$ cat config.mk
export PLATFORM = sky130hd
export DESIGN_NAME = turbo_param_loader_flat
export DESIGN_NICKNAME = d
export VERILOG_FILES = /design/src/rtl/turbo_param_loader_pkg.sv /design/src/rtl/turbo_param_loader_if.sv /design/src/rtl/param_wr_stage.sv /design/src/rtl/turbo_param_loader.sv /design/src/flat_wrapper.sv
export SDC_FILE = /design/constraint.sdc
export NUM_CORES = 1
export LEC_CHECK = 0
export BUFFER_PORTS_ARGS = -buffer_cell sky130_fd_sc_hd__buf_2
export CAP_MARGIN = 5
export CORE_ASPECT_RATIO = 0.7
export CORE_MARGIN = 8
export CORE_UTILIZATION = 54
export DETAILED_ROUTE_END_ITERATION = 16
export PLACE_DENSITY_LB_ADDON = 0.12
export SYNTH_ARGS = -nofsm -noshare
export SYNTH_HDL_FRONTEND = slang
export SYNTH_SLANG_ARGS = --single-unit
$ cat constraint.sdc
create_clock -name clk -period 2.4 [get_ports clk]
set_clock_uncertainty 0.05 [all_clocks]
set_input_delay 0.36 -clock clk [delete_from_list [all_inputs] [get_ports clk]]
set_output_delay 0.36 -clock clk [all_outputs]
set_load 0.02 [all_outputs]
$ cat src/rtl/turbo_param_loader_pkg.sv
// Shared turbo parameter definitions: loader FSM encoding and default table geometry.
// The defaults match the read-side parameter ROM so a loaded image equals the ROM file.
package turbo_param_loader_pkg;

    localparam int unsigned DefaultRamWidth    = 24;
    localparam int unsigned DefaultRamAddrBits = 10;
    localparam int unsigned DefaultNumEntries  = 565;
    localparam int unsigned HostWordWidth      = 32;

    typedef enum logic [1:0] {
        StIdle   = 2'd0,
        StLoad   = 2'd1,
        StCheck  = 2'd2,
        StFinish = 2'd3
    } state_e;

    // True when any host bit above the entry field is set.
    function automatic logic has_format_error(input logic [HostWordWidth-1:0] word,
                                              input int unsigned entry_width);
        return (word >> entry_width) != '0;
    endfunction

endpackage

$ cat src/rtl/turbo_param_loader_if.sv
// Host stream and parameter-table write port of the turbo parameter loader.
// The host side drives in_data/in_valid; the loader drives the rest.
interface turbo_param_loader_if
    import turbo_param_loader_pkg::*;
#(
    parameter int unsigned RAM_WIDTH     = DefaultRamWidth,
    parameter int unsigned RAM_ADDR_BITS = DefaultRamAddrBits
);

    logic [HostWordWidth-1:0] in_data;
    logic                     in_valid;
    logic                     in_ready;
    logic                     wr_en;
    logic [RAM_ADDR_BITS-1:0] write_address;
    logic [RAM_WIDTH-1:0]     write_data;

    modport master (
        output in_data,
        output in_valid,
        input  in_ready,
        input  wr_en,
        input  write_address,
        input  write_data
    );

    modport slave (
        input  in_data,
        input  in_valid,
        output in_ready,
        output wr_en,
        output write_address,
        output write_data
    );

endinterface

$ cat src/rtl/param_wr_stage.sv
// Registered write port of the parameter table: a captured word appears on the
// write strobe exactly one cycle after it was accepted.
module param_wr_stage #(
    parameter int unsigned RAM_WIDTH     = 24,
    parameter int unsigned RAM_ADDR_BITS = 10
) (
    input  logic                     clk,
    input  logic                     rst,
    input  logic                     capture,
    input  logic [RAM_ADDR_BITS-1:0] capture_addr,
    input  logic [RAM_WIDTH-1:0]     capture_data,
    output logic                     wr_en,
    output logic [RAM_ADDR_BITS-1:0] write_address,
    output logic [RAM_WIDTH-1:0]     write_data
);

    logic                     wr_en_q;
    logic [RAM_ADDR_BITS-1:0] write_address_q;
    logic [RAM_WIDTH-1:0]     write_data_q;

    always_ff @(posedge clk) begin
        if (rst) begin
            wr_en_q         <= 1'b0;
            write_address_q <= '0;
            write_data_q    <= '0;
        end else begin
            wr_en_q <= capture;
            // Address/data hold their last value between writes.
            if (capture) begin
                write_address_q <= capture_addr;
                write_data_q    <= capture_data;
            end
        end
    end

    assign wr_en         = wr_en_q;
    assign write_address = write_address_q;
    assign write_data    = write_data_q;

endmodule

$ cat src/rtl/turbo_param_loader.sv
// Streams one parameter-table image from a host into the table, verifies an XOR
// trailer checksum and reports pass/fail with a done pulse.
module turbo_param_loader
    import turbo_param_loader_pkg::*;
#(
    parameter int unsigned RAM_WIDTH     = DefaultRamWidth,
    parameter int unsigned RAM_ADDR_BITS = DefaultRamAddrBits,
    // Must lie in 1..2**RAM_ADDR_BITS.
    parameter int unsigned NUM_ENTRIES   = DefaultNumEntries
) (
    input  logic                clk,
    input  logic                rst,
    input  logic                start,
    turbo_param_loader_if.slave bus,
    output logic                busy,
    output logic                done,
    output logic                load_ok
);

    localparam logic [RAM_ADDR_BITS-1:0] LastIdx = RAM_ADDR_BITS'(NUM_ENTRIES - 1);

    state_e                   state_q;
    logic                     in_ready_q;
    logic                     busy_q;
    logic                     done_q;
    logic                     load_ok_q;
    logic                     err_q;
    logic [RAM_ADDR_BITS-1:0] cnt_q;
    logic [RAM_WIDTH-1:0]     csum_q;

    logic                     accept;
    logic                     wr_capture;
    logic                     fmt_err;
    logic [RAM_WIDTH-1:0]     entry;

    assign accept     = bus.in_valid & in_ready_q;
    assign wr_capture = accept & (state_q == StLoad);
    assign entry      = bus.in_data[RAM_WIDTH-1:0];
    assign fmt_err    = has_format_error(bus.in_data, RAM_WIDTH);

    always_ff @(posedge clk) begin
        if (rst) begin
            state_q    <= StIdle;
            in_ready_q <= 1'b0;
            busy_q     <= 1'b0;
            done_q     <= 1'b0;
            load_ok_q  <= 1'b0;
            err_q      <= 1'b0;
            cnt_q      <= '0;
            csum_q     <= '0;
        end else begin
            done_q <= 1'b0;
            unique case (state_q)
                StIdle: begin
                    if (start) begin
                        state_q    <= StLoad;
                        in_ready_q <= 1'b1;
                        busy_q     <= 1'b1;
                        err_q      <= 1'b0;
                        cnt_q      <= '0;
                        csum_q     <= '0;
                    end
                end
                StLoad: begin
                    if (accept) begin
                        csum_q <= csum_q ^ entry;
                        if (fmt_err) begin
                            err_q <= 1'b1;
                        end
                        // Holding at the last index keeps the counter from wrapping.
                        if (cnt_q == LastIdx) begin
                            state_q <= StCheck;
                        end else begin
                            cnt_q <= cnt_q + 1'b1;
                        end
                    end
                end
                StCheck: begin
                    if (accept) begin
                        state_q    <= StFinish;
                        in_ready_q <= 1'b0;
                        done_q     <= 1'b1;
                        load_ok_q  <= (entry == csum_q) & ~err_q;
                    end
                end
                StFinish: begin
                    state_q <= StIdle;
                    busy_q  <= 1'b0;
                end
                default: begin
                    state_q    <= StIdle;
                    in_ready_q <= 1'b0;
                    busy_q     <= 1'b0;
                end
            endcase
        end
    end

    logic                     wr_en_w;
    logic [RAM_ADDR_BITS-1:0] write_address_w;
    logic [RAM_WIDTH-1:0]     write_data_w;

    param_wr_stage #(
        .RAM_WIDTH     (RAM_WIDTH),
        .RAM_ADDR_BITS (RAM_ADDR_BITS)
    ) u_wr_stage (
        .clk           (clk),
        .rst           (rst),
        .capture       (wr_capture),
        .capture_addr  (cnt_q),
        .capture_data  (entry),
        .wr_en         (wr_en_w),
        .write_address (write_address_w),
        .write_data    (write_data_w)
    );

    assign bus.in_ready      = in_ready_q;
    assign bus.wr_en         = wr_en_w;
    assign bus.write_address = write_address_w;
    assign bus.write_data    = write_data_w;

    assign busy    = busy_q;
    assign done    = done_q;
    assign load_ok = load_ok_q;

endmodule

$ cat src/flat_wrapper.sv
// flat-port wrapper written by rule: the top's interface ports become plain ports
module turbo_param_loader_flat import turbo_param_loader_pkg::*;
#(
    parameter int unsigned RAM_WIDTH     = DefaultRamWidth,
    parameter int unsigned RAM_ADDR_BITS = DefaultRamAddrBits,
                                       
    parameter int unsigned NUM_ENTRIES   = DefaultNumEntries
)
  (clk, rst, start, busy, done, load_ok, bus_in_data, bus_in_valid, bus_in_ready, bus_wr_en, bus_write_address, bus_write_data);
  turbo_param_loader_if #(.RAM_WIDTH(RAM_WIDTH), .RAM_ADDR_BITS(RAM_ADDR_BITS)) bus_i ();
  input  logic clk;
  input  logic rst;
  input  logic start;
  output logic busy;
  output logic done;
  output logic load_ok;
  input wire logic [$bits(bus_i.in_data)-1:0] bus_in_data;
  input wire logic [$bits(bus_i.in_valid)-1:0] bus_in_valid;
  output wire logic [$bits(bus_i.in_ready)-1:0] bus_in_ready;
  output wire logic [$bits(bus_i.wr_en)-1:0] bus_wr_en;
  output wire logic [$bits(bus_i.write_address)-1:0] bus_write_address;
  output wire logic [$bits(bus_i.write_data)-1:0] bus_write_data;
  assign bus_i.in_data = bus_in_data;
  assign bus_i.in_valid = bus_in_valid;
  assign bus_in_ready = bus_i.in_ready;
  assign bus_wr_en = bus_i.wr_en;
  assign bus_write_address = bus_i.write_address;
  assign bus_write_data = bus_i.write_data;
  turbo_param_loader #(.RAM_WIDTH(RAM_WIDTH), .RAM_ADDR_BITS(RAM_ADDR_BITS), .NUM_ENTRIES(NUM_ENTRIES)) u_core (.clk(clk), .rst(rst), .start(start), .bus(bus_i), .busy(busy), .done(done), .load_ok(load_ok));
endmodule
## Word level (Yosys, flattened, before mapping)

Cells that the tools add are included.

| cells by class | value |
|---|---|
| $add $sub $neg | 1 |
| bitwise gates (word level) | 6 |
| muxes and demuxes | 21 |
| reduce and logical (&&, ||, !) cells | 13 |
| eq/ne operators | 11 |

Operators by type and width:

| cell | number |
|---|---|
| 24-bit 2-to-1 mux | 2 |
| 24-bit case mux with 2 select lines | 1 |
| 32-bit nonzero test | 1 |
| 10-bit 2-to-1 mux | 3 |
| 24-bit == test | 1 |
| 24-bit XOR | 1 |
| 10-bit case mux with 2 select lines | 1 |
| 4-bit AND reduction | 3 |
| 10-bit by 1-bit adder with 10-bit output (second input constant) | 1 |
| 10-bit == test (second input constant) | 1 |
| 2-bit 2-to-1 mux | 4 |
| 2-bit case mux with 4 select lines | 1 |
| 1-bit 2-to-1 mux | 6 |
| 2-bit by 1-bit inequality test with 1-bit output (second input constant) | 3 |
| 2-bit inequality test (second input constant) | 3 |
| 1-bit case mux with 2 select lines | 3 |
| 3-bit AND reduction | 2 |
| 2-bit nonzero test | 3 |
| 2-bit == test (second input constant) | 2 |
| 2-bit AND reduction | 2 |
| 1-bit AND | 3 |
| 2-bit by 1-bit == test with 1-bit output (second input constant) | 1 |
| 2-bit zero test | 1 |
| 1-bit NOT | 2 |
| 2-bit OR reduction | 1 |

| word-level totals | value |
|---|---|
| bits in registers | 76 |
| output and inout bits | 39 |

## Depth between registers and ports, before layout

Gate-level depths: netlist (run 1).

| depth | value |
|---|---|
| depth in word-level cells | 4 |
| mapped depth | 9 |
| depth with buffers taken out | 6 |

## Hierarchy

From an unflattened synthesis (run 1), not the netlist that was laid out.

| unflattened totals | value |
|---|---|
| cells, all modules | 386 |
| area, all modules | 3500.9 um^2 |

Modules (own cells, without submodules):

| module | seq. area each (um^2) | cells each | area an instance (um^2) | instances |
|---|---|---|---|---|
| turbo_param_loader | 820.8 | 274 | 2237.1 | 1 |
| param_wr_stage | 700.7 | 112 | 1263.7 | 1 |

## Worst setup path after synthesis (run 1)

OpenSTA, ideal clock, no wires.

| timing path | value |
|---|---|
| path type | flip-flop to flip-flop |
| from | register u_core.state_q[1] |
| to | register u_core.cnt_q[9] |
| path buffers | 1 |
| setup slack | 0.523 ns |
| arrival time | 1.758 ns |
| setup time | 0.070 ns |
| cell stages (with the launch flop) | 8 |
| cell sequence | dfxtp_1 inv_1 ha_1 buf_2 a21boi_2 or3_1 or3_1 a21oi_1 |

| on the way | value |
|---|---|
| cells in the longest elaborated chain, start to end | 3 |
| elaborated cells on any way between the ends | 8 |
| those cells by class | 4 x eq/ne; 1 x mux; 3 x reduce/logical |

RTL lines:

| item | line | text |
|---|---|---|
| start: declaration | turbo_param_loader.sv:22 | `state_e state_q;` |
| start signal: assignment | turbo_param_loader.sv:43 | `state_q <= StIdle;` |
| start signal: assignment | turbo_param_loader.sv:56 | `state_q <= StLoad;` |
| start signal: assignment | turbo_param_loader.sv:72 | `state_q <= StCheck;` |
| 2-bit by 1-bit == test with 1-bit output or 2-bit zero test (tied branches) | turbo_param_loader.sv:53 | `unique case (state_q)` |
| 2-bit inequality test (no line), or another cell as far along | - |  |
| 4-bit AND reduction (no line) | - |  |
| end signal: assignment | turbo_param_loader.sv:74 | `cnt_q <= cnt_q + 1'b1;` |
| end: declaration | turbo_param_loader.sv:28 | `logic [RAM_ADDR_BITS-1:0] cnt_q;` |

Several ways; a longest one is shown, not always the timed one.
A chain may end at the register's enable or synchronous reset.

## Worst setup path after layout (run 1)

| timing path | value |
|---|---|
| from | register u_core.state_q[0] |
| to | register u_core.csum_q[23] |

| on the way | value |
|---|---|
| cells in the longest elaborated chain, start to end | 3 |
| elaborated cells on any way between the ends | 7 |
| those cells by class | 3 x eq/ne; 1 x mux; 3 x reduce/logical |

RTL lines:

| item | line | text |
|---|---|---|
| 2-bit by 1-bit == test with 1-bit output or 2-bit zero test (tied branches) | turbo_param_loader.sv:53 |  |
| 2-bit by 1-bit inequality test with 1-bit output (no line), or another cell as far along | - |  |
| 3-bit AND reduction (no line) | - |  |
| end signal: assignment | turbo_param_loader.sv:66 | `csum_q <= csum_q ^ entry;` |
| end: declaration | turbo_param_loader.sv:29 | `logic [RAM_WIDTH-1:0] csum_q;` |

Several ways; a longest one is shown, not always the timed one.

==> impl_metrics.csv, run 1 <==
group,metric,value,unit
global_route,grt_pass1_wl,15.75,mm
timing,finalHoldViolCount,0,
worst_setup_path,r2r_end,"u_core.csum_q[23]",
floorplan,die_y,83.56,um
worst_setup_path,ff2ff_path_depth,7,
synth,synth_area_leader_cell,"dfxtp_1",
floorplan,die_w,112.5,um
clocking,clk_pin_slew,0.08,ns
synth,synth.area.top_cells,"dfxtp_1 43%, a21oi_1 9.7%, nand2_1 8.0%",
timing,setup_tns,0,ns
synth,yosysUniqueCellTypes,43,
timing,fmax,469.2,MHz
final_layout,area_growth,19.51,%
place,placed_cells,577,
clocking,htreeDepth,3,
clocking,tritoncts,"done",
floorplan,coreArea,6276,um^2
synth,syn-cell-area,3521,um^2
pwr,total_power,3.344,mW
global_route,grt_max_degree,32,
floorplan,ioPinCount,75,
worst_setup_path,endpoint,"u_core.csum_q[23]",
timing,slew_headroom,59.36,%
synth,yosysSeqAreaShare,43.21,%
synth,synth.net_count,482,
worst_hold_path,hold_class,"primary input to flip-flop",
floorplan,rows,24,
timing,worst-slew-pin-transition,0.6040,ns
floorplan,dieArea,9401,um^2
pwr,netSwitchingFraction,33.53,%
worst_setup_path,crit_path_max_fanout,27,
clocking,ctsResizeCount,0,
pwr,p_switching,1.121,mW
global_route,gr-total-overflow,0,
final_layout,final_layout_size_suffix_gt1_share,21.17,%
final_layout,final_nets,552,
pwr,power_density,794.6,nW/um^2
timing,drv_slew,0,
worst_setup_path,critPathKind,"flip-flop to flip-flop",
final_layout,diodes,0,
clocking,cts_sinks,76,
outcome,outcome,"finished clean",
timing,setup_violations,0,
route,wl_per_cell,15.75,um
global_route,grt_antenna_before_repair,0,
worst_setup_path,crit_arrival,2.37,ns
route,drt_iter0_drc,191,
timing,rsz0062_at_grt,"false",
route,drt_pass1_iterations,4,
clocking,ctsHoldBuffers,0,
synth,synth_edf_count,0,
route,drc_errors,0,
worst_setup_path,r2r_start,"u_core.state_q[0]",
timing,timing.final.crit_share,88.81,%
pwr,seqPwrFrac,41.5,%
run,max_cap_viol_count,0,
pwr,power_frac_clock,33.9,%
synth,synthArstFlopShare,0,%
global_route,grt_use_total,20.53,%
timing,period_needed,2.131,ns
pwr,internal_power,2.222,mW
clocking,cts_root_buffer,"clkbuf_8",
place,port_buffers,74,
synth,ys_seq_elements,76,
pwr,irDropWorstVdd,0.4777,mV
synth,synth.avg_cell_area,8.002,um^2
worst_setup_path,reg2reg_setup_slack,0.27,ns
clocking,cts_setup_buffers,0,
worst_setup_path,endpoint_kind,"flip-flop",
pwr,leakage,1.648,nW
worst_setup_path,cp.required,2.63,ns
route,routed_via_density,5.646,
place,place_congestion,0.8733,
synth,ys.flop_type,"dfxtp_1",
clocking,insertion_delay,0.36,ns
place,hpwl,6.704,mm
route,wirelength,9.339,mm
floorplan,start_util,56.10,%
clocking,ctsLongestPathBuffers,2,
worst_setup_path,critPathLaunchType,"flip-flop",
synth,yosys_warnings,0,
synth,synthTopCellsByCount,"76 x dfxtp_1, 75 x nand2_1, 68 x a21oi_1, 30 x o21ai_0, 27 x nor3_1",
synth,synth_top_area_share,43.21,%
pwr,combPwrFrac,24.6,%
synth,synthCells,440,
route,ant_nets,0,
route,vias,3348,
global_route,grt_pass1_vias,3210,
worst_setup_path,crit_start,"u_core.state_q[0]",
final_layout,fin_cells,593,
clocking,numCtsBuffers,9,
synth,synthMostInstantiatedCell,"dfxtp_1",
power groups by stage:
stage / clock network [mW] / logic [mW] / registers [mW]
final: 1.13 / 0.822 / 1.39
after CTS: 1.15 / 0.819 / 1.39
after global routing: 1.21 / 0.909 / 1.40
after global placement: 0 / 0.806 / 1.41
after detailed placement: 0 / 0.812 / 1.42
after floorplan: 0 / 0.503 / 1.46
registers in the layout, summed over array words and instances (netlist names):
register / flops
u_core.state_q: 2
u_core.done: 1
u_core.bus.in_ready: 1
u_core.load_ok: 1
u_core.u_wr_stage.wr_en: 1
u_core.u_wr_stage.write_data: 24
u_core.cnt_q: 10
u_core.err_q: 1
u_core.u_wr_stage.write_address: 10
u_core.csum_q: 24
u_core.busy: 1
logic make-up after synthesis:
| kind of cell | count (synthesis) | synth area share (%) |
|---|---|---|
| flip-flops | 76 | 43.21 |
| adder cells (fa/ha/maj) | 6 | 2.132 |
| XOR/XNOR | 26 | 6.468 |
| buffers and inverters | 32 | 3.660 |
| AO/OA/AOI/OAI | 108 | 16.35 |
| AND/OR/NAND/NOR | 189 | 27.29 |
| multiplexers | 3 | 0.8884 |
stage by stage:
step / hold WS [ns] / worst slack (ns) / instance area (um^2) / util (%)
after detailed placement: 0.3948 / 0.3621 / 3975 / 63.34
after global routing: 0.2009 / 0.1260 / 4208 / 67.05
after global placement: 0.3890 / 0.4069 / 3975 / 63.34
after CTS: 0.2077 / 0.3297 / 4208 / 67.05
final: 0.2142 / 0.2686 / 4208 / 67.05
after floorplan: 0.3942 / 0.5226 / 3521 / -
routing by layer:
metal | track usage (%) | part of all wire, % | wire (um) | up-vias
li1 | - | - | - | 1683
met1 | 27.07 | 50 | 4667 | 1557
met2 | 30.63 | 42 | 3898 | 100
met3 | 7.370 | 7.3 | 682 | 8
met4 | 5.854 | 0.97 | 91 | 0
met5 | 0 | 0 | 0 | -
worst max-delay path, cell delays in order (launching register included):
cell and delay [ns]:
dfxtp_1 0.34, inv_1 0.10, ha_1 0.29, mux2i_1 0.52
or2_1 0.17, buf_4 0.27, o21ai_0 0.14, a21oi_1 0.15
worst min-delay path by stage:
stage,endpoint,slack [ns],startpoint,cells past startpoint
5_1_grt,u_core.u_wr_stage.write_data[5],0.20,bus_in_data[5],3
2_1_floorplan,u_core.err_q,0.39,u_core.err_q,2
3_3_place_gp,u_core.u_wr_stage.write_data[0],0.39,u_core.u_wr_stage.write_data[0],2
4_1_cts,u_core.u_wr_stage.write_data[5],0.21,bus_in_data[5],3
6_report,u_core.u_wr_stage.write_data[17],0.21,bus_in_data[17],3
3_5_place_dp,u_core.u_wr_stage.write_address[5],0.39,u_core.u_wr_stage.write_address[5],2
layout make-up:
cell class / instances / area (um^2)
timing repair buffer: 85 / 452.9
clock inverter: 6 / 95.09
multi-input combinational: 332 / 1881
inverter: 6 / 22.52
sequential: 76 / 1521
clock buffer: 10 / 137.6
fill: 544 / 2068
tap: 78 / 97.59
placed cells by master (no fill, tap or decap), drive strengths merged, types with 2 or more instances in the layout:
cell and count:
nand3b 26, o31ai 2, bufinv 2, buf 85
nor4 11, nor3 27, nor2 17, nand2 75
clkbuf 10, nand3 10, mux2i 2, a21oi 68
clkinv 3, inv 7, xnor2 2, dfxtp 76
o21ai 30, xor2 24, or2 2, ha 6
nand4 4, or3 6
No activity file was read; power rests on OpenSTA's default activity.
==> inputs of run 2 (changes only) <==
--- a/config.mk
+++ b/config.mk
@@ -11,7 +11,7 @@
 export CORE_MARGIN = 8
 export CORE_UTILIZATION = 54
 export DETAILED_ROUTE_END_ITERATION = 16
-export PLACE_DENSITY_LB_ADDON = 0.12
+export PLACE_DENSITY = 0.83
 export SYNTH_ARGS = -nofsm -noshare
 export SYNTH_HDL_FRONTEND = slang
 export SYNTH_SLANG_ARGS = --single-unit
==> impl_metrics.csv, run 2 (synthesized netlist as in run 1, its figures left out) <==
group,metric,value,unit
worst_setup_path,critPathLaunchType,"flip-flop",
clocking,ctsHoldBuffers,0,
final_layout,area_growth,18.16,%
clocking,htreeDepth,3,
route,top_layer,"met4",
worst_hold_path,hold_class,"primary input to flip-flop",
floorplan,dieArea,9401,um^2
timing,rsz0062_at_grt,"false",
global_route,grt_antenna_before_repair,0,
timing,hold_ws,0.2261,ns
floorplan,die_y,83.56,um
global_route,grt_pass1_wl,15.65,mm
route,wl_met3,852,um
worst_hold_path,holdPathStages,3,
clocking,cts_sinks,76,
clocking,cts_root_buffer,"clkbuf_8",
final_layout,multi_input_area,1881,um^2
route,ant_nets,0,
global_route,gr-total-overflow,0,
worst_setup_path,ff2ff_path_depth,6,
final_layout,final_util,66.29,%
route,drc_errors,0,
route,routed_via_density,5.715,
clocking,insertion_delay,0.35,ns
clocking,ctsLongestPathBuffers,2,
pwr,power_density,764.3,nW/um^2
final_layout,fillers,567,
final_layout,regArea,1521,um^2
worst_setup_path,critPathKind,"flip-flop to flip-flop",
place,port_buffers,74,
route,wl_met1,4.507,mm
route,drt_pass1_iterations,4,
pwr,irDropWorstVdd,0.6589,mV
run,max_cap_viol_count,0,
clocking,clk_pin_slew,0.09,ns
place,hpwl,6.655,mm
timing,worst-slew-pin-transition,0.6869,ns
final_layout,layout_commonest_cell,"dfxtp_1",
worst_setup_path,endpoint_kind,"flip-flop",
final_layout,diodes,0,
route,met2WireLength,4.034,mm
timing,setup_violations,0,
floorplan,rows,24,
place,place_congestion,0.8459,
timing,drv_slew,0,
timing,setup_tns,0,ns
worst_setup_path,crit_arrival,2.35,ns
route,drt_iter0_drc,228,
route,wl_per_cell,16.01,um
final_layout,mostFrequentLayoutCells,"76 x dfxtp_1, 75 x nand2_1, 74 x buf_2",
clocking,cts_setup_buffers,0,
pwr,total_power,3.180,mW
global_route,grt_max_degree,39,
floorplan,die_w,112.5,um
route,vias,3383,
worst_setup_path,crit_path_max_fanout,7,
place,placed_cells,576,
clocking,ctsResizeCount,0,
route,wirelength,9.475,mm
final_layout,final_layout_size_suffix_gt1_share,20.62,%
timing,fmax,464.6,MHz
floorplan,coreArea,6276,um^2
timing,finalHoldViolCount,0,
timing,slew_headroom,54.21,%
pwr,leakage,1.612,nW
timing,period_needed,2.152,ns
clocking,numCtsBuffers,9,
floorplan,start_util,56.10,%
clocking,tritoncts,"done",
global_route,grt_pass1_vias,3182,
global_route,grt_use_total,20.12,%
final_layout,fin_cells,592,
floorplan,ioPinCount,75,
worst_setup_path,cp.required,2.60,ns
timing,timing.final.crit_share,89.68,%
final_layout,final_nets,551,
outcome,outcome,"finished clean",
==> run 2: cell types whose count changed in the layout (fill, tap and decap cells not counted) <==
cell / delta
buf_4: -1
bufinv_16: -1
clkbuf_1: +2
clkbuf_8: -1
clkinv_4: -3
clkinvlp_4: +3
==> run 2: per-layer routing <==
metal	vias up	global-route usage [%]
met5	-	0
met4	0	4.878
met3	12	6.720
met2	148	30.41
met1	1543	26.85
li1	1680	-
==> run 2: worst paths after layout <==
check                                     end                              from  slack [ns]
min          u_core.u_wr_stage.write_data[10]                   bus_in_data[10]        0.23
max                         u_core.state_q[0]                   u_core.cnt_q[0]        0.25
min reg2reg  u_core.u_wr_stage.write_data[14]  u_core.u_wr_stage.write_data[14]        0.40
max reg2reg                 u_core.state_q[0]                   u_core.cnt_q[0]        0.25
==> run 2: stage by stage <==
stage          setup WS, ns  cell area (um^2)
5_1_grt             0.06482              4160
3_3_place_gp         0.3131              3968
4_1_cts              0.2686              4160
2_1_floorplan        0.5226              3521
3_5_place_dp         0.3131              3968
6_report             0.2477              4160
==> run 2: critical path: stages, from the launching register on <==
cell and delay (ns):
dfxtp_1 0.39, inv_1 0.09, ha_1 0.17, or3b_2 0.50, nor4_1 0.41, o21ai_0 0.14
a221oi_1 0.31
==> run 2: report_power, final <==
part	internal (mW)	switching, mW	total [mW]
clock	0.485	0.488	0.973
combinational	0.258	0.557	0.816
sequential	1.33	0.0575	1.39
==> run 2: cell type report <==
type | instances | share of cell area [%]
clock inverters | 5 | 1.474
well taps | 78 | 2.346
flip-flops and latches | 76 | 36.57
repair buffers | 84 | 10.71
multi-input cells | 332 | 45.20
inverters | 6 | 0.5414
clock buffers | 11 | 3.158
==> inputs of run 3 (changes only) <==
--- a/config.mk
+++ b/config.mk
@@ -9,9 +9,9 @@
 export CAP_MARGIN = 5
 export CORE_ASPECT_RATIO = 0.7
 export CORE_MARGIN = 8
-export CORE_UTILIZATION = 54
+export CORE_UTILIZATION = 25
 export DETAILED_ROUTE_END_ITERATION = 16
-export PLACE_DENSITY = 0.83
+export PLACE_DENSITY = 0.47
 export SYNTH_ARGS = -nofsm -noshare
 export SYNTH_HDL_FRONTEND = slang
 export SYNTH_SLANG_ARGS = --single-unit
==> impl_metrics.csv, run 3 (synthesized netlist as in run 1, its figures left out) <==
group,metric,value,unit
outcome,outcome,"finished clean",
worst_setup_path,cp.required,2.62,ns
route,drt_pass1_iterations,4,
worst_hold_path,hold_class,"primary input to flip-flop",
clocking,clk_pin_slew,0.06,ns
floorplan,rows,36,
final_layout,diodes,0,
pwr,power_frac_clock,36.7,%
pwr,netSwitchingFraction,32.34,%
final_layout,layout_commonest_cell,"dfxtp_1",
route,ant_nets,0,
worst_setup_path,crit_path_max_fanout,9,
clocking,cts_root_buffer,"clkbuf_16",
timing,timing.final.crit_share,87.20,%
clocking,tritoncts,"done",
clocking,cts_setup_buffers,0,
global_route,grt_antenna_before_repair,0,
route,routed_via_density,4.769,
place,hpwl,7.593,mm
clocking,ctsResizeCount,0,
global_route,grt_max_degree,41,
timing,rsz0062_at_grt,"false",
route,wl_per_cell,14.99,um
final_layout,area_growth,25.34,%
global_route,grt_pass1_vias,3301,
final_layout,final_layout_size_suffix_gt1_share,21.12,%
pwr,p_switching,1.146,mW
clocking,numCtsBuffers,9,
clocking,htreeDepth,3,
final_layout,mostFrequentLayoutCells,"76 x dfxtp_1, 75 x nand2_1, 74 x buf_2",
worst_setup_path,path_buf_inv,1,
floorplan,die_y,115.3,um
floorplan,dieArea,18200,um^2
floorplan,die_w,157.8,um
pwr,internal_power,2.397,mW
floorplan,start_util,25.46,%
route,drc_errors,0,
timing,setup_violations,0,
pwr,combPwrFrac,24.0,%
pwr,power_density,802.9,nW/um^2
worst_setup_path,r2r_start,"u_core.state_q[1]",
worst_hold_path,min-delay-start,"bus_in_data[11]",
timing,finalHoldViolCount,0,
pwr,irDropWorstVdd,0.3907,mV
final_layout,final_util,31.91,%
route,drt_iter0_drc,242,
clocking,ctsLongestPathBuffers,2,
global_route,grt_use_total,11.92,%
pwr,seqPwrFrac,39.3,%
timing,fmax,477.8,MHz
worst_setup_path,ff2ff_path_depth,6,
clocking,cts_sinks,76,
worst_setup_path,endpoint_kind,"flip-flop",
route,vias,3367,
worst_hold_path,holdPathStages,3,
timing,setup_ws,0.3071,ns
place,port_buffers,74,
clocking,ctsHoldBuffers,0,
worst_setup_path,path_cells,"inv_1, ha_1, mux2i_1, or3_1, or3_1, a21oi_1",
global_route,gr-total-overflow,0,
worst_setup_path,critPathLaunchType,"flip-flop",
worst_setup_path,crit_top_cell,"or3_1",
place,pre_cts_ws,0.3340,ns
floorplan,coreArea,13830,um^2
final_layout,fillers,1467,
timing,setup_tns,0,ns
worst_setup_path,cp_top_family,"simple AND/OR/NAND/NOR gates",
worst_setup_path,slowest_delay,0.45,ns
worst_setup_path,crit_start,"u_core.state_q[1]",
final_layout,final_nets,553,
pwr,leakage,1.673,nW
clocking,insertion_delay,0.33,ns
floorplan,ioPinCount,75,
place,place_congestion,0.8387,
run,max_cap_viol_count,0,
global_route,grt_pass1_wl,17.08,mm
final_layout,multi_input_area,1881,um^2
timing,worst-slew-pin-transition,0.7939,ns
worst_hold_path,hold_path_end,"u_core.u_wr_stage.write_data[11]",
worst_setup_path,critPathKind,"flip-flop to flip-flop",
route,wirelength,10.58,mm
worst_setup_path,reg2reg_setup_slack,0.31,ns
timing,period_needed,2.093,ns
timing,drv_slew,0,
worst_setup_path,crit_arrival,2.31,ns
worst_setup_path,r2r_end,"u_core.cnt_q[9]",
final_layout,regArea,1521,um^2
worst_setup_path,cpMaxStageDelayCell,"or3_1",
timing,slew_headroom,47.07,%
run 3: changes by cell type in the layout (fill, tap and decap cells not counted), sizes merged:
cell      before  now
clkinvlp       3    2
inv            7    6
bufinv         1    0
clkbuf        11   13
buf           84   86
clkinv         0    1
run 3: routing by layer:
metal	part of all wire (%)	up-vias	wire length [um]	GRT usage (%)
li1	-	1683	-	-
met1	50	1586	5310	15.63
met2	41	87	4365	17.72
met3	7.4	11	786	4.544
met4	1.1	0	118	3.666
met5	0	-	0	0
run 3: cell type report:
type	instances	area share (%)
clock inverter	3	0.4536
multi-input combinational	332	42.61
sequential	76	34.48
timing repair buffer	86	10.43
inverter	6	0.5103
tap	190	5.387
clock buffer	13	6.124
run 3: stage by stage:
stage,hold WS [ns],total power [mW],cells,cell area [um^2]
4_1_cts,0.2395,3.601,706,4413
2_1_floorplan,0.3942,1.960,440,3521
3_3_place_gp,0.3885,2.257,690,4123
3_5_place_dp,0.3950,2.273,690,4123
6_report,0.2479,3.543,706,4413
5_1_grt,0.2497,3.763,706,4413
run 3: worst max-delay path by stage:
stage                   endpoint  slack (ns)  depth (start not counted)
2_1_floorplan    u_core.cnt_q[9]        0.52                          7
3_3_place_gp     u_core.cnt_q[9]        0.41                          6
3_5_place_dp     u_core.cnt_q[9]        0.33                          6
4_1_cts          u_core.cnt_q[9]        0.32                          6
5_1_grt        u_core.csum_q[20]        0.12                          7
6_report         u_core.cnt_q[9]        0.31                          6
run 3: power groups by stage:
| stage | combinational (mW) | clock (mW) | sequential [mW] |
|---|---|---|---|
| finish | 0.851 | 1.30 | 1.39 |
| global route | 0.943 | 1.42 | 1.40 |
| CTS | 0.854 | 1.35 | 1.39 |
| detailed placement | 0.852 | 0 | 1.42 |
| global placement | 0.843 | 0 | 1.41 |
| floorplan | 0.503 | 0 | 1.46 |
run 3: worst reg2reg max path, stage by stage (launching register included):
cell,delay (ns)
dfxtp_1,0.33
inv_1,0.10
ha_1,0.33
mux2i_1,0.27
or3_1,0.45
or3_1,0.36
a21oi_1,0.14
